<file path="src/rtl/seg_scan_driver_pkg.sv">
// Shared constants and types for the seven-segment scan driver: enable codes,
// active-low segment patterns, FSM state and the displayed-word payload.
package seg_pkg;

    localparam int unsigned DIGIT_W    = 4;
    localparam int unsigned NUM_DIGITS = 3;
    localparam int unsigned SLOT_W     = 2;

    // Active-low digit enables, one slot lit at a time
    localparam logic [NUM_DIGITS-1:0] EN_D0  = 3'b110;
    localparam logic [NUM_DIGITS-1:0] EN_D1  = 3'b101;
    localparam logic [NUM_DIGITS-1:0] EN_D2  = 3'b011;
    localparam logic [NUM_DIGITS-1:0] EN_OFF = 3'b111;

    // Active-low patterns, bit order g,f,e,d,c,b,a
    localparam logic [6:0] SEG_0     = 7'b1000000;
    localparam logic [6:0] SEG_1     = 7'b1111001;
    localparam logic [6:0] SEG_2     = 7'b0100100;
    localparam logic [6:0] SEG_3     = 7'b0110000;
    localparam logic [6:0] SEG_4     = 7'b0011001;
    localparam logic [6:0] SEG_5     = 7'b0010010;
    localparam logic [6:0] SEG_6     = 7'b0000010;
    localparam logic [6:0] SEG_7     = 7'b1111000;
    localparam logic [6:0] SEG_8     = 7'b0000000;
    localparam logic [6:0] SEG_9     = 7'b0010000;
    localparam logic [6:0] SEG_DASH  = 7'b0111111;
    localparam logic [6:0] SEG_BLANK = 7'b1111111;

    typedef enum logic {
        BLANK,
        SCAN
    } state_t;

    typedef struct packed {
        logic [NUM_DIGITS-1:0]         dp;
        logic [NUM_DIGITS*DIGIT_W-1:0] digits;
    } disp_word_t;

endpackage

</file>
<file path="src/rtl/seg_scan_driver_if.sv">
// Valid/ready handshake carrying a 3-digit BCD word plus decimal points.
interface seg_scan_driver_if;
    import seg_pkg::*;

    logic [NUM_DIGITS*DIGIT_W-1:0] i_digits;
    logic [NUM_DIGITS-1:0]         i_dp;
    logic                          i_valid;
    logic                          o_ready;

    modport master (output i_digits, output i_dp, output i_valid, input o_ready);
    modport slave  (input i_digits, input i_dp, input i_valid, output o_ready);

endinterface

</file>
<file path="src/rtl/seg_scan_driver_bcd_to_seg.sv">
// Nibble to active-low seven-segment pattern; non-decimal values show a dash.
module bcd_to_seg
    import seg_pkg::*;
(
    input  logic [DIGIT_W-1:0] bcd,
    output logic [6:0]         pattern_c
);

    always_comb begin
        pattern_c = SEG_DASH;
        case (bcd)
            4'd0:    pattern_c = SEG_0;
            4'd1:    pattern_c = SEG_1;
            4'd2:    pattern_c = SEG_2;
            4'd3:    pattern_c = SEG_3;
            4'd4:    pattern_c = SEG_4;
            4'd5:    pattern_c = SEG_5;
            4'd6:    pattern_c = SEG_6;
            4'd7:    pattern_c = SEG_7;
            4'd8:    pattern_c = SEG_8;
            4'd9:    pattern_c = SEG_9;
            default: pattern_c = SEG_DASH;
        endcase
    end

endmodule

</file>
<file path="src/rtl/seg_scan_driver.sv">
// Time-multiplexed 3-digit common-anode display driver with frame-boundary shadowing.
// Define SEG_LZB_EN to enable leading-zero blanking of digits 2 and 1.
module seg_scan_driver
    import seg_pkg::*;
#(
    parameter int unsigned CLK_HZ  = 100_000_000,
    parameter int unsigned SCAN_HZ = 1_000
) (
    input  logic                  i_clk,
    input  logic                  i_rst,
    seg_scan_driver_if.slave      bus,
    output logic [SLOT_W-1:0]     o_refresh_counter,
    output logic [NUM_DIGITS-1:0] o_segmentEnable,
    output logic [7:0]            o_segments,
    output logic                  o_frame_start
);

    localparam int unsigned DIV     = CLK_HZ / SCAN_HZ;
    localparam int unsigned PRESC_W = (DIV > 1) ? $clog2(DIV) : 1;

    logic [PRESC_W-1:0]    presc_q, presc_d;
    state_t                state_q, state_d;
    logic [SLOT_W-1:0]     slot_q, slot_d;
    disp_word_t            disp_q, disp_d;
    disp_word_t            pend_q, pend_d;
    logic                  pend_full_q, pend_full_d;
    logic                  ready_q, ready_d;
    logic [NUM_DIGITS-1:0] en_q, en_d;
    logic [7:0]            seg_q, seg_d;
    logic                  frame_q, frame_d;

    logic                  tick_c;
    logic                  boundary_c;
    logic                  accept_c;
    logic [DIGIT_W-1:0]    digit_c;
    logic                  dp_c;
    logic                  blank_c;
    logic [6:0]            pattern_c;

    // Prescaler, scan FSM, shadow transfer and handshake next-state
    always_comb begin
        state_d     = state_q;
        slot_d      = slot_q;
        disp_d      = disp_q;
        pend_d      = pend_q;
        pend_full_d = pend_full_q;
        frame_d     = 1'b0;

        tick_c     = (presc_q == PRESC_W'(DIV - 1));
        presc_d    = tick_c ? '0 : presc_q + PRESC_W'(1);
        boundary_c = tick_c && (state_q == SCAN) && (slot_q == 2'd2);
        accept_c   = bus.i_valid && ready_q;

        case (state_q)
            BLANK: begin
                if (tick_c) begin
                    state_d = SCAN;
                    slot_d  = '0;
                    frame_d = 1'b1;
                end
            end
            SCAN: begin
                if (tick_c) begin
                    slot_d = (slot_q == 2'd2) ? 2'd0 : slot_q + 2'd1;
                end
                if (boundary_c) begin
                    frame_d = 1'b1;
                end
            end
            default: state_d = BLANK;
        endcase

        if (boundary_c && pend_full_q) begin
            disp_d      = pend_q;
            pend_full_d = 1'b0;
        end
        // Acceptance on the boundary cycle lands in pending, shown one frame later
        if (accept_c) begin
            pend_d      = disp_word_t'{dp: bus.i_dp, digits: bus.i_digits};
            pend_full_d = 1'b1;
        end
        ready_d = !pend_full_d;
    end

    // Digit mux uses next slot and next displayed word so outputs move together
    always_comb begin
        digit_c = disp_d.digits[3:0];
        dp_c    = disp_d.dp[0];
        case (slot_d)
            2'd1: begin
                digit_c = disp_d.digits[7:4];
                dp_c    = disp_d.dp[1];
            end
            2'd2: begin
                digit_c = disp_d.digits[11:8];
                dp_c    = disp_d.dp[2];
            end
            default: begin
                digit_c = disp_d.digits[3:0];
                dp_c    = disp_d.dp[0];
            end
        endcase
        blank_c = 1'b0;
`ifdef SEG_LZB_EN
        if (slot_d == 2'd2) begin
            blank_c = (disp_d.digits[11:8] == 4'd0);
        end else if (slot_d == 2'd1) begin
            blank_c = (disp_d.digits[11:4] == 8'd0);
        end
`endif
    end

    bcd_to_seg u_bcd_to_seg (
        .bcd       (digit_c),
        .pattern_c (pattern_c)
    );

    always_comb begin
        en_d  = EN_OFF;
        seg_d = 8'hFF;
        if (state_d == SCAN) begin
            case (slot_d)
                2'd0:    en_d = EN_D0;
                2'd1:    en_d = EN_D1;
                2'd2:    en_d = EN_D2;
                default: en_d = EN_OFF;
            endcase
            seg_d = {~dp_c, blank_c ? SEG_BLANK : pattern_c};
        end
    end

    always_ff @(posedge i_clk) begin
        if (i_rst) begin
            presc_q     <= '0;
            state_q     <= BLANK;
            slot_q      <= '0;
            disp_q      <= '0;
            pend_q      <= '0;
            pend_full_q <= 1'b0;
            ready_q     <= 1'b1;
            en_q        <= EN_OFF;
            seg_q       <= 8'hFF;
            frame_q     <= 1'b0;
        end else begin
            presc_q     <= presc_d;
            state_q     <= state_d;
            slot_q      <= slot_d;
            disp_q      <= disp_d;
            pend_q      <= pend_d;
            pend_full_q <= pend_full_d;
            ready_q     <= ready_d;
            en_q        <= en_d;
            seg_q       <= seg_d;
            frame_q     <= frame_d;
        end
    end

    assign bus.o_ready       = ready_q;
    assign o_refresh_counter = slot_q;
    assign o_segmentEnable   = en_q;
    assign o_segments        = seg_q;
    assign o_frame_start     = frame_q;

endmodule

</file>
<file path="src/flat_wrapper.sv">
// flat-port wrapper written by rule: the top's interface ports become plain ports
module seg_scan_driver_flat import seg_pkg::*;
#(
    parameter int unsigned CLK_HZ  = 100_000_000,
    parameter int unsigned SCAN_HZ = 1_000
)
  (i_clk, i_rst, o_refresh_counter, o_segmentEnable, o_segments, o_frame_start, bus_i_digits, bus_i_dp, bus_i_valid, bus_o_ready);
  seg_scan_driver_if bus_i ();
  input  logic i_clk;
  input  logic i_rst;
  output logic [SLOT_W-1:0] o_refresh_counter;
  output logic [NUM_DIGITS-1:0] o_segmentEnable;
  output logic [7:0] o_segments;
  output logic o_frame_start;
  input wire logic [$bits(bus_i.i_digits)-1:0] bus_i_digits;
  input wire logic [$bits(bus_i.i_dp)-1:0] bus_i_dp;
  input wire logic [$bits(bus_i.i_valid)-1:0] bus_i_valid;
  output wire logic [$bits(bus_i.o_ready)-1:0] bus_o_ready;
  assign bus_i.i_digits = bus_i_digits;
  assign bus_i.i_dp = bus_i_dp;
  assign bus_i.i_valid = bus_i_valid;
  assign bus_o_ready = bus_i.o_ready;
  seg_scan_driver #(.CLK_HZ(CLK_HZ), .SCAN_HZ(SCAN_HZ)) u_core (.i_clk(i_clk), .i_rst(i_rst), .bus(bus_i), .o_refresh_counter(o_refresh_counter), .o_segmentEnable(o_segmentEnable), .o_segments(o_segments), .o_frame_start(o_frame_start));
endmodule
</file>
<file path="config.mk">
export PLATFORM = sky130hd
export DESIGN_NAME = seg_scan_driver_flat
export DESIGN_NICKNAME = d
export VERILOG_FILES = /design/src/rtl/seg_scan_driver_pkg.sv /design/src/rtl/seg_scan_driver_if.sv /design/src/rtl/seg_scan_driver_bcd_to_seg.sv /design/src/rtl/seg_scan_driver.sv /design/src/flat_wrapper.sv
export SDC_FILE = /design/constraint.sdc
export NUM_CORES = 1
export LEC_CHECK = 0
export CAP_MARGIN = 0
export CORE_UTILIZATION = 59
export CTS_CLUSTER_SIZE = 25
export DETAILED_ROUTE_END_ITERATION = 8
export PLACE_DENSITY = 0.84
export SLEW_MARGIN = 25
export SYNTH_ARGS = -nofsm -noshare
export SYNTH_HDL_FRONTEND = slang
export SYNTH_SLANG_ARGS = --single-unit
</file>
<file path="constraint.sdc">
create_clock -name i_clk -period 8.05 [get_ports i_clk]
set_input_delay 2.0125 -clock i_clk [delete_from_list [all_inputs] [get_ports i_clk]]
set_output_delay 2.0125 -clock i_clk [all_outputs]
set_load 0.05 [all_outputs]
</file>
* Word level (Yosys, flattened, before mapping)
Memory sizes are Yosys's and may differ from the RTL's. A register that Yosys moved wholly into a read port is not among the register bits.
Cells that the tools add are included.
** Word-level totals
- Register bits :: 64
- Memory bits (read-only) :: 112
- Logic and storage cells :: 44
- Memories :: 1
** Memories
- (name not given) :: depth 16, bits a word 7, read ports 1, clocked after Yosys merged registers in 1, wr ports 0, line seg_scan_driver_bcd_to_seg.sv:11 : case (bcd)
** Cells by class
- Add/sub/neg operators :: 2
- Eq/ne operators :: 4
- Mux-type cells :: 14
- Bitwise logic cells :: 3
- Reductions and logical operators :: 8
** Operators with widths (count)
- $add A17 B1 Y17 const B :: 1
- $eq A17 B17 Y1 const B :: 1
- $mux W15 :: 1
- $pmux W3 S3 :: 1
- $pmux W4 S2 :: 1
- $mux W2 :: 3
- $mux W1 :: 5
- $eq A2 B2 Y1 const B :: 2
- $logic_and A1 B1 Y1 :: 4
- $pmux W1 S2 :: 2
- $pmux W2 S2 :: 1
- $reduce_or A2 Y1 :: 2
- $not A1 Y1 :: 3
- $add A2 B1 Y2 const B :: 1
- $eq A2 B1 Y1 const B :: 1
- $logic_not A2 Y1 :: 1
- $logic_not A1 Y1 :: 1

* Depth between registers and ports, before layout
Gate-level depths: netlist of the first run.
- Word-level depth :: 7
- Mapped depth :: 16
- Gate-level depth less buffers :: 15

* Hierarchy
Synthesis of the first run repeated with hierarchy kept, for this count alone.
** Unflattened totals
- Cells, all modules :: 307
- Area total of the unflattened synthesis :: 2782.7 sq um
** By module, submodules not included
- seg_scan_driver :: instances 1, cells an instance 274, area an instance 2577.5 sq um, sequential area each 1281.2 sq um
- bcd_to_seg :: instances 1, cells an instance 33, area an instance 205.2 sq um, sequential area each 0.0 sq um

* Worst setup path before layout of the first run
OpenSTA, ideal clock, no wires.
- Path type :: flip-flop to flip-flop
- Start point :: register u_core.presc_q[12]
- End point :: register u_core.seg_q[4], in the netlist u_core.o_segments[4]
- Setup time :: 0.066 ns
- Data arrival time :: 3.179 ns
- Required time :: 7.984 ns
- Path slack :: 4.805 ns
- Stages on the path, launching flop included :: 15
- Path buffers :: 2
- Cell sequence :: dfxtp_1 -> or4b_1 -> nor4_2 -> buf_2 -> nand2_1 -> nor2_1 -> a21oi_1 -> ha_1 -> buf_1 -> nand2_1 -> o21bai_1 -> o221a_2 -> ha_1 -> mux2_4 -> a21oi_2
** Between the ends
- Longest elaborated chain between the ends :: 6
- Elaborated cells between the ends (all ways) :: 15
- Classes of those cells :: eq/ne (3); mux (7); bitwise (1); reduce/logical (4)
** RTL lines
- from (decl) :: line seg_scan_driver.sv:21 : logic [PRESC_W-1:0] presc_q, presc_d;
- from (signal assigned) :: line seg_scan_driver.sv:145 : presc_q <= presc_d;
- $eq A17 B17 Y1 (*) :: line seg_scan_driver.sv:49 : tick_c = (presc_q == PRESC_W'(DIV - 1));
- parallel branches: the longest is 5 deep, another holds $pmux W4 S2
- to (decl) :: line seg_scan_driver.sv:29 : logic [7:0] seg_q, seg_d;
Mark *: on every way between the ends.
A chain may end at the register's enable or synchronous reset.

* Worst setup path after layout of the first run
- Start point :: register u_core.slot_q[1], in the netlist u_core.o_refresh_counter[1]
- End point :: output port o_refresh_counter[1]
** RTL lines
- from (decl) :: line seg_scan_driver.sv:23 : logic [SLOT_W-1:0] slot_q, slot_d;
- from (signal assigned) :: line seg_scan_driver.sv:147 : slot_q <= slot_d;
- to (decl) :: line flat_wrapper.sv:11 : output logic [SLOT_W-1:0] o_refresh_counter;
No word-level cell between the ends.

==> run_results.csv, run 1 <==
group,metric,value,unit
timing,finalCriticalPeriod,3.56,ns
clock_tree,cts_made_buffers,9,
timing,max_slew_margin,0.412,
power,p_leak,0.00129,µW
critical_path,worstPathMaxFanout,4,
final_layout,nets,369,
floorplanning,core_area,0.00441,mm²
synthesis,synth.distinct_cells,49,
floorplanning,initial_utilization,0.621,
final_layout,multi_input_area,0.00135,mm²
timing,skew,0.00531,ns
routing,vias,2130,
global_routing,grt_overflow,0,
power,p_int,472,µW
synthesis,async_flop_share,0,
global_routing,grt_use_total,0.224,
critical_path,cp_num_cells,1,
routing,drc,0,
routing,first_pass_iters,4,
synthesis,avgSynthCellArea,8.84,µm²
timing,fin_crit_sh,0.443,
power,switching_share,0.219,
critical_path,reg2reg_slack,4.56,ns
power,pwr-share-clk,0.412,
routing,viasPerCell,5.37,
critical_path,crit_chain,"clkdlybuf4s50_1",
routing,ant_nets,0,
critical_path,startpoint,"u_core.o_refresh_counter[1]$_SDFF_PP0_",
clock_tree,clk_path_buf_depth,2,
global_routing,antenna_found_initial,0,
synthesis,synthCells,310,
routing,drt_iter0_markers,141,
clock_tree,hold_buffers,0,
final_layout,antennaDiodeCount,0,
flow_run,maxCapViolCount,0,
global_routing,grt_pass1_wl,8630,µm
synthesis,netlist_area,0.00274,mm²
hold_path,hp-class,"flip-flop to flip-flop",
critical_path,slowest_stage,"clkdlybuf4s50_1",
clock_tree,cts_setup_buffers,0,
clock_tree,clock_latency,0.34,ns
critical_path,path_buf_inv,1,
placed_design,dpl.hpwl,3360,µm
power,power_frac_seq,0.543,
critical_path,cpPeakStageDelay,0.82,ns
synthesis,synth-edff-count,0,
final_layout,n_fill_cell,333,
clock_tree,h-tree-depth,3,
critical_path,cp-end-kind,"output pin",
critical_path,path_class,"flip-flop to output pin",
floorplanning,num_io_pins,33,
power,irDropWorstVdd,0.140,mV
final_layout,final_layout_size_suffix_gt1_frac,0.0899,
synthesis,yosysTopAreaCellShare,0.467,
critical_path,ff2ff_path_depth,15,
routing,wl_per_cell,12.5,µm
power,p_switching,132,µW
synthesis,yosysWarnings,0,
critical_path,critical_path_arrival,1.55,ns
clock_tree,cts_sinks,64,
clock_tree,root_buffer,"clkbuf_8",
global_routing,grt_pass1_vias,1984,
routing,wl,4950,µm
hold_path,min_path_cells,2,
critical_path,worstSetupStartpointType,"flip-flop",
power,p_comb_frac,0.046,
clock_tree,clk_pin_slew,0.07,ns
synthesis,yosys_register_bits,64,
timing,finalSetupViolCount,0,
critical_path,critPathCapture,"o_refresh_counter[1]",
critical_path,critical_path_required,6.04,ns
floorplanning,fp.dieW,70.2,µm
critical_path,r2r-start,"u_core.presc_q[0]$_SDFF_PP0_",
timing,rsz0062_at_grt,"no",
synthesis,synthTopCellsByArea,"dfxtp_1, nand2_1, nor2_1",
timing,tightestPinTransition,0.879,ns
clock_tree,cts_tree,"built",
timing,clock.fmax,281,MHz
synthesis,synth-main-ff-cell,"dfxtp_1",
final_layout,seqCellArea,0.00128,mm²
timing,setup_tns,0,ns
final_layout,area_delta_synth_final,18.7,%
timing,slew_viol_final,0,
clock_tree,ctsResizeCount,0,
synthesis,synth_top_cell_by_area,"dfxtp_1",
placed_design,finalWeightedCongestion,0.801,
timing,whs,0.457,ns
critical_path,path_delay_family,"buffers and inverters",
synthesis,synth_nets,339,
placed_design,port_buffers,32,
outcome,outcome,"finished, final reports clean",
floorplanning,fp.dieH,70.2,µm
critical_path,timing.rr.end,"u_core.o_segments[3]$_SDFF_PP1_",
timing,hold_viol,0,
floorplanning,rows,24,
synthesis,ys_seq_area_frac,0.467,
power,cellPowerDensity,186,mW/mm²
floorplanning,die-area,0.00492,mm²
global_routing,grt_max_degree,40,
## power groups by stage
stage	logic [µW]	clock network (µW)	registers, µW
2_1_floorplan	14.5	0	335
3_3_place_gp	27.0	0	334
3_5_place_dp	27.5	0	335
4_1_cts	27.9	255	328
5_1_grt	31.2	269	328
6_report	27.6	249	328
## sequential cells by signal (all words and copies together), names as in the netlist
name                      cells
u_core.disp_q                15
u_core.pend_q                15
u_core.state_q                1
u_core.pend_full_q            1
u_core.o_segmentEnable        3
u_core.o_refresh_counter      2
u_core.o_segments             8
u_core.presc_q               17
u_core.bus.o_ready            1
u_core.o_frame_start          1
## cells by family after synthesis
kind of cell               count (synthesis)  share of synthesized area
and+or+nand+nor                          126                      0.217
muxes                                     12                     0.0461
xor gates and xnor gates                  13                     0.0415
adders and majority gates                 11                     0.0502
buffers and inverters                     26                     0.0415
AOI/OAI and AO/OA                         58                      0.136
DFF                                       64                      0.467
## metrics by stage
step / utilization / worst slack [ns] / area, µm² / total power (µW) / std cells
floorplan: - / 4.81 / 2740 / 349 / 310
global placement: 0.695 / 4.44 / 3070 / 361 / 381
detailed placement: 0.695 / 4.37 / 3070 / 362 / 381
CTS: 0.737 / 4.48 / 3250 / 610 / 397
global route: 0.737 / 4.22 / 3250 / 629 / 397
finish: 0.737 / 4.49 / 3250 / 604 / 397
## cell type report
cell class,count,share of cell area
Multi-Input combinational cell,220,0.414
Sequential cell,64,0.394
Timing Repair Buffer,34,0.103
Clock buffer,13,0.0519
Tap cell,52,0.0200
Inverter,11,0.0127
Clock inverter,3,0.00462
## cell usage after synthesis (all sizes together), types with 2 or more instances
library cell,instances
a211oi,2
a21boi,8
a21oi,30
and2,3
and3,8
and4,2
buf,6
clkbuf,9
dfxtp,64
ha,11
inv,11
mux2,2
mux2i,10
nand2,44
nand3,7
nand4,3
nand4bb,2
nor2,44
nor2b,2
nor3,2
nor4,2
o21ai,9
o221a,2
or2,2
or3,2
xnor2,2
xor2,11
## how the worst min path moves through the flow
| stage | from | end | slack, ns |
|---|---|---|---|
| after floorplan | u_core.presc_q[0]$_SDFF_PP0_ | u_core.presc_q[0]$_SDFF_PP0_ | 0.43 |
| after global placement | u_core.pend_q[10]$_SDFFE_PP0P_ | u_core.pend_q[10]$_SDFFE_PP0P_ | 0.44 |
| after detailed placement | u_core.pend_q[14]$_SDFFE_PP0P_ | u_core.pend_q[14]$_SDFFE_PP0P_ | 0.45 |
| after CTS | u_core.pend_q[10]$_SDFFE_PP0P_ | u_core.pend_q[10]$_SDFFE_PP0P_ | 0.46 |
| after global routing | u_core.pend_q[10]$_SDFFE_PP0P_ | u_core.pend_q[10]$_SDFFE_PP0P_ | 0.48 |
| final | u_core.pend_q[12]$_SDFFE_PP0P_ | u_core.pend_q[12]$_SDFFE_PP0P_ | 0.46 |
## metal layers
| metal | track usage | routed length [µm] | up-vias |
|---|---|---|---|
| met5 | 0 | 0 | - |
| met4 | 0.107 | 102 | 0 |
| met3 | 0.0707 | 225 | 10 |
| met2 | 0.360 | 2310 | 39 |
| met1 | 0.272 | 2310 | 975 |
| li1 | - | - | 1106 |
## cells in the final DEF, fill, tap and decap left out, types with 3 or more instances in the layout
cell type | netlist | layout
a21boi_0 | 4 | 4
a21boi_1 | 4 | 4
a21oi_1 | 29 | 29
and2_1 | 3 | 3
and3_1 | 8 | 8
clkbuf_8 | 0 | 12
clkdlybuf4s50_1 | 0 | 32
clkinv_2 | 0 | 3
dfxtp_1 | 64 | 64
ha_1 | 11 | 11
inv_1 | 10 | 10
mux2i_1 | 10 | 10
nand2_1 | 44 | 44
nand3_1 | 6 | 6
nand4_1 | 3 | 3
nor2_1 | 44 | 44
o21ai_0 | 3 | 3
o21ai_1 | 6 | 6
xor2_1 | 11 | 11
(Power assumes the default switching activity.)
==> inputs of run 2 (changes only) <==
Settings changed: CORE_UTILIZATION 59 to 55, PLACE_DENSITY 0.84 to 0.79.
Clock period 8.05 ns to 3.5 ns, I/O delays scaled along.
==> run 2 against run 1 <==
Net effect: critical endpoint is now u_core.o_segments[4]$_SDFF_PP1_; die area grew 7.1%; sequential share of layout area decreased by 0.87 points; final area grew 2.3%; highest routed layer unchanged; utilization is 3.7 points lower; first-iteration DRC count is 24% lower; via count grew 1.9%; register-to-register slack worse by 4.3 ns; flip-flop and latch count is the same.
==> run_results.csv, run 2 (synthesis gave the netlist of run 1 again) <==
group,metric,value,unit
timing,finalCriticalPeriod,3.28,ns
final_layout,antennaDiodeCount,0,
critical_path,cp-end-kind,"flip-flop",
timing,slew_viol_final,0,
clock_tree,clk_pin_slew,0.06,ns
floorplanning,die-area,0.00527,mm²
hold_path,hold_path_end,"u_core.pend_q[14]$_SDFFE_PP0P_",
global_routing,antenna_found_initial,0,
placed_design,dpl.hpwl,3530,µm
global_routing,grt_pass1_wl,9110,µm
floorplanning,rows,25,
global_routing,grt_pass1_vias,2104,
critical_path,critical_path_arrival,3.55,ns
routing,wl,5450,µm
final_layout,nets,371,
final_layout,largestRegisters,"u_core.presc_q: 17 flops, u_core.disp_q: 15 flops, u_core.pend_q: 15 flops",
floorplanning,initial_utilization,0.577,
clock_tree,cts_made_buffers,9,
placed_design,finalWeightedCongestion,0.832,
flow_run,maxCapViolCount,0,
routing,vias,2171,
routing,wl_per_cell,13.2,µm
power,irDropWorstVdd,0.461,mV
power,p_leak,0.00133,µW
clock_tree,h-tree-depth,3,
global_routing,grt_overflow,0,
timing,whs,0.457,ns
timing,max_slew_margin,0.581,
timing,finalSetupViolCount,0,
critical_path,critical_path_required,3.78,ns
final_layout,final_util,0.700,
global_routing,grt_most_used_layer,"met2",
clock_tree,cts_sinks,64,
timing,fin_crit_sh,0.936,
global_routing,grt_use_total,0.231,
critical_path,worstSetupStartpointType,"flip-flop",
outcome,outcome,"finished, final reports clean",
critical_path,startpoint,"u_core.presc_q[0]$_SDFF_PP0_",
timing,hold_viol,0,
power,cellPowerDensity,434,mW/mm²
final_layout,area_delta_synth_final,21.4,%
routing,first_pass_iters,4,
critical_path,timing.rr.end,"u_core.o_segments[4]$_SDFF_PP1_",
timing,tightestPinTransition,0.628,ns
clock_tree,cts_tree,"built",
global_routing,use_met1,0.276,
final_layout,layout_common_cells,"dfxtp_1, nand2_1, nor2_1",
clock_tree,hold_buffers,0,
hold_path,hp-class,"flip-flop to flip-flop",
final_layout,top_register,"u_core.presc_q",
floorplanning,fp.dieH,72.6,µm
global_routing,grt_use_met2,0.359,
floorplanning,num_io_pins,33,
clock_tree,ctsResizeCount,0,
clock_tree,cts_setup_buffers,0,
hold_path,min_from,"u_core.pend_q[14]$_SDFFE_PP0P_",
final_layout,largest_reg_flops,17,
clock_tree,clk_path_buf_depth,2,
critical_path,r2r-start,"u_core.presc_q[0]$_SDFF_PP0_",
critical_path,path_class,"flip-flop to flip-flop",
final_layout,final_common_cell,"dfxtp_1",
routing,ant_nets,0,
clock_tree,clock_latency,0.34,ns
floorplanning,fp.dieW,72.6,µm
routing,drc,0,
routing,drt_iter0_markers,107,
floorplanning,core_area,0.00475,mm²
hold_path,min_path_cells,2,
critical_path,ff2ff_path_depth,13,
routing,viasPerCell,5.24,
critical_path,worstPathMaxFanout,6,
timing,skew,0.00359,ns
final_layout,final_layout_size_suffix_gt1_frac,0.0980,
global_routing,grt_use_met3,0.0870,
global_routing,grt_max_degree,39,
clock_tree,root_buffer,"clkbuf_8",
timing,clock.fmax,305,MHz
placed_design,port_buffers,32,
critical_path,reg2reg_slack,0.22,ns
run 2: changes by cell type in the layout (fill, tap and decap cells not counted), sizes merged:
cell    before  now
buf          2    4
bufinv       0    1
clkinv       3    2
run 2: how the worst max path moves through the flow:
stage / end / slack (ns) / depth (start not counted)
after floorplan: u_core.o_segments[4]$_SDFF_PP1_ / 0.26 / 14
after global placement: u_core.o_segments[4]$_SDFF_PP1_ / 0.36 / 13
after detailed placement: u_core.o_segments[3]$_SDFF_PP1_ / 0.19 / 14
after CTS: u_core.o_segments[3]$_SDFF_PP1_ / 0.15 / 14
after global routing: u_core.o_segments[3]$_SDFF_PP1_ / -0.01 / 14
final: u_core.o_segments[4]$_SDFF_PP1_ / 0.22 / 13
run 2: worst max-delay path, stage by stage (launching register included):
cell	delay [ns]
dfxtp_1	0.37
ha_1	0.23
nand4_1	0.26
nor4_4	0.38
nor2b_1	0.09
a21oi_1	0.43
inv_1	0.12
ha_1	0.27
o21ai_1	0.11
a31o_2	0.26
inv_2	0.08
ha_1	0.21
mux2_4	0.28
a21oi_2	0.12
run 2: where the power goes:
part           internal [µW]  leakage [µW]  switching, µW
Combinational           30.0      0.000705           34.9
Sequential               744      0.000519           10.5
Clock                    366      0.000103            260
run 2: per-stage QoR:
| stage | setup WS, ns | cell area, µm² | cells | TNS [ns] | total power (µW) |
|---|---|---|---|---|---|
| after floorplan | 0.255 | 2740 | 310 | 0 | 804 |
| after global placement | 0.364 | 3100 | 398 | 0 | 832 |
| after detailed placement | 0.186 | 3100 | 398 | 0 | 834 |
| after CTS | 0.148 | 3300 | 414 | 0 | 1460 |
| after global routing | -0.0139 | 3330 | 414 | -0.0139 | 1500 |
| final | 0.224 | 3330 | 414 | 0 | 1440 |
run 2: final cells by class:
cell class | count | area (µm²)
clock buffer | 13 | 159
clock inverter | 3 | 40.0
fill | 399 | 1430
inverter | 11 | 41.3
multi-input combinational | 220 | 1370
sequential | 64 | 1280
tap | 67 | 83.8
timing repair buffer | 36 | 350
run 2: metal layers:
metal	wire, µm	up-vias
li1	-	1107
met5	0	-
met1	2600	1008
met2	2550	44
met4	110	0
met3	198	12
==> inputs of run 3 (changes only) <==
Settings changed: ABC_AREA set to 1.
==> run 3 against run 2 <==
Net effect: sequential share of layout area decreased by 1.0 points; clock skew increased by 0.0040 ns; utilization increased by 0.53 points; final cell count increased by 20%; worst setup slack improved by 0.32 ns; first-iteration DRC count increased by 21%.
==> run_results.csv, run 3 <==
group,metric,value,unit
final_layout,design_area,0.00342,mm²
final_layout,nets,453,
clock_tree,root_buffer,"clkbuf_8",
clock_tree,ctsResizeCount,0,
critical_path,crit_chain,"ha_1 -> nand2_1 -> inv_1 -> nand2_1 -> nor2_1 -> nand3_1 -> nor2_2 -> nand2_1 -> nand2_1 -> inv_1 -> ha_1 -> inv_1 -> nand2_1 -> nand2_1 -> ha_1 -> nand3_1 -> nand3_1 -> nand3_1",
synthesis,synth_nets,417,
final_layout,largestRegisters,"u_core.presc_q: 17 flops, u_core.disp_q: 15 flops, u_core.pend_q: 15 flops",
final_layout,final_util,0.705,
clock_tree,clk_pin_slew,0.06,ns
synthesis,synthAdderAreaFrac,0.0482,
outcome,outcome,"finished, final reports clean",
synthesis,synthCells,388,
hold_path,hp-class,"flip-flop to flip-flop",
global_routing,grt_max_degree,25,
critical_path,critical_path_arrival,3.17,ns
synthesis,synthTopCellsByArea,"dfxtp_1, nand2_1, inv_1",
synthesis,synth.distinct_cells,32,
synthesis,synth_top_family_by_area,"simple AND/OR/NAND/NOR gates",
timing,setup_ws,0.543,ns
synthesis,ys_seq_area_frac,0.449,
routing,drc,0,
critical_path,slowest_stage,"ha_1",
critical_path,critical_path_required,3.72,ns
critical_path,cp-end-kind,"flip-flop",
clock_tree,clk_path_buf_depth,2,
timing,fin_crit_sh,0.845,
routing,vias,2482,
synthesis,synth_top_cell_by_area,"dfxtp_1",
synthesis,avgSynthCellArea,7.35,µm²
timing,clock.fmax,338,MHz
final_layout,final_layout_size_suffix_gt1_frac,0.0676,
timing,rsz0062_at_grt,"no",
critical_path,startpoint,"u_core.presc_q[0]$_SDFF_PP0_",
routing,highest_layer,"met4",
power,irDropWorstVdd,0.331,mV
routing,first_pass_iters,4,
final_layout,final_common_cell,"nand2_1",
synthesis,yosys_register_bits,64,
critical_path,cp_common_cell,"nand2_1",
routing,wl_per_cell,11.5,µm
routing,drt_iter0_markers,129,
timing,tightestPinTransition,0.569,ns
placed_design,place_ws,0.570,ns
placed_design,finalWeightedCongestion,0.806,
timing,finalCriticalPeriod,2.96,ns
final_layout,layout_common_cells,"nand2_1, dfxtp_1, inv_1, nor2_1, nand3_1",
timing,setup_tns,0,ns
synthesis,async_flop_share,0,
routing,ant_nets,0,
synthesis,synth_mux_area_frac,0.00351,
synthesis,synthTopCellsByCount,"nand2_1, dfxtp_1, inv_1, nor2_1, nand3_1",
clock_tree,cts_sinks,64,
critical_path,worstSetupStartpointType,"flip-flop",
clock_tree,cts_made_buffers,9,
floorplanning,fp.dieW,74.0,µm
synthesis,yosysWarnings,0,
clock_tree,cts_tree,"built",
routing,wl_met2,2730,µm
timing,max_slew_margin,0.620,
placed_design,place_area,0.00323,mm²
clock_tree,hold_buffers,0,
clock_tree,cts_setup_buffers,0,
routing,wl_met3,228,µm
synthesis,synth-edff-count,0,
floorplanning,num_io_pins,33,
critical_path,path_class,"flip-flop to flip-flop",
routing,wl_met1,2650,µm
final_layout,area_delta_synth_final,19.8,%
critical_path,worstPathMaxFanout,8,
placed_design,port_buffers,32,
hold_path,min_from,"u_core.pend_q[11]$_SDFFE_PP0P_",
timing,slew_viol_final,0,
final_layout,antennaDiodeCount,0,
global_routing,grt_pass1_vias,2259,
global_routing,grt_pass1_wl,9880,µm
synthesis,netlist_area,0.00285,mm²
global_routing,antenna_found_initial,0,
synthesis,synth_compound_area_frac,0.0825,
synthesis,yosysTopAreaCellShare,0.449,
timing,hold_viol,0,
synthesis,synthXorXnorAreaFrac,0.00307,
flow_run,maxCapViolCount,0,
synthesis,synth_most_common_cell,"nand2_1",
power,p_leak,0.00143,µW
global_routing,grt_use_total,0.239,
global_routing,grt_overflow,0,
floorplanning,core_area,0.00485,mm²
floorplanning,die-area,0.00548,mm²
timing,skew,0.00759,ns
power,cellPowerDensity,419,mW/mm²
critical_path,r2r-start,"u_core.presc_q[0]$_SDFF_PP0_",
placed_design,dpl.hpwl,4160,µm
synthesis,synthSimpleGateAreaFrac,0.329,
routing,viasPerCell,5.00,
clock_tree,h-tree-depth,3,
critical_path,cpPeakStageDelay,0.42,ns
floorplanning,rows,25,
synthesis,synth-main-ff-cell,"dfxtp_1",
floorplanning,fp.dieH,74.0,µm
floorplanning,initial_utilization,0.588,
timing,finalSetupViolCount,0,
routing,wl,5720,µm
final_layout,top_register,"u_core.presc_q",
final_layout,largest_reg_flops,17,
clock_tree,clock_latency,0.34,ns
run 3: per-layer routing:
metal	vias up	GRT usage
met3	11	0.0542
li1	1307	-
met2	61	0.401
met5	-	0
met4	0	0.109
met1	1103	0.291
run 3: layout make-up:
type	count	area [µm²]
fillers	417	1430
multi-input cells	262	1330
flip-flops and latches	64	1280
repair buffers	34	335
inverters	53	200
clock buffers	11	131
well taps	67	83.8
clock inverters	5	57.6
run 3: report_power, final:
part	total (µW)	internal (µW)	switching, µW
clock	604	329	275
combinational	69.4	32.4	37.0
sequential	758	748	10.1
total	1430	1110	322
run 3: worst max-delay path: cells and delay by family, from the launching register on:
family                     cells  cell delay, ns
adders and majority gates      3            0.92
buffers and inverters          3            0.32
DFF                            1            0.37
and+or+nand+nor               12            1.21
run 3: cell families after synthesis:
| group | after synthesis |
|---|---|
| mux | 1 |
| simple gates | 205 |
| xor+xnor | 1 |
| flops | 64 |
| compound gates | 44 |
| buf+inv | 62 |
| fa+ha+maj | 11 |
run 3: final timing paths:
kind | endpoint | depth (start not counted) | slack, ns
hold / removal | u_core.pend_q[11]$_SDFFE_PP0P_ | 2 | 0.46
setup / recovery | u_core.o_segments[3]$_SDFF_PP1_ | 18 | 0.54
hold reg to reg | u_core.pend_q[11]$_SDFFE_PP0P_ | 2 | 0.46
setup reg to reg | u_core.o_segments[3]$_SDFF_PP1_ | 18 | 0.54
run 3: stage by stage:
stage          hold slack (ns)  power [µW]  std cells
3_5_place_dp             0.449         844        480
3_3_place_gp             0.442         842        480
6_report                 0.456        1430        496
4_1_cts                  0.461        1440        496
5_1_grt                  0.475        1480        496
2_1_floorplan            0.429         812        388
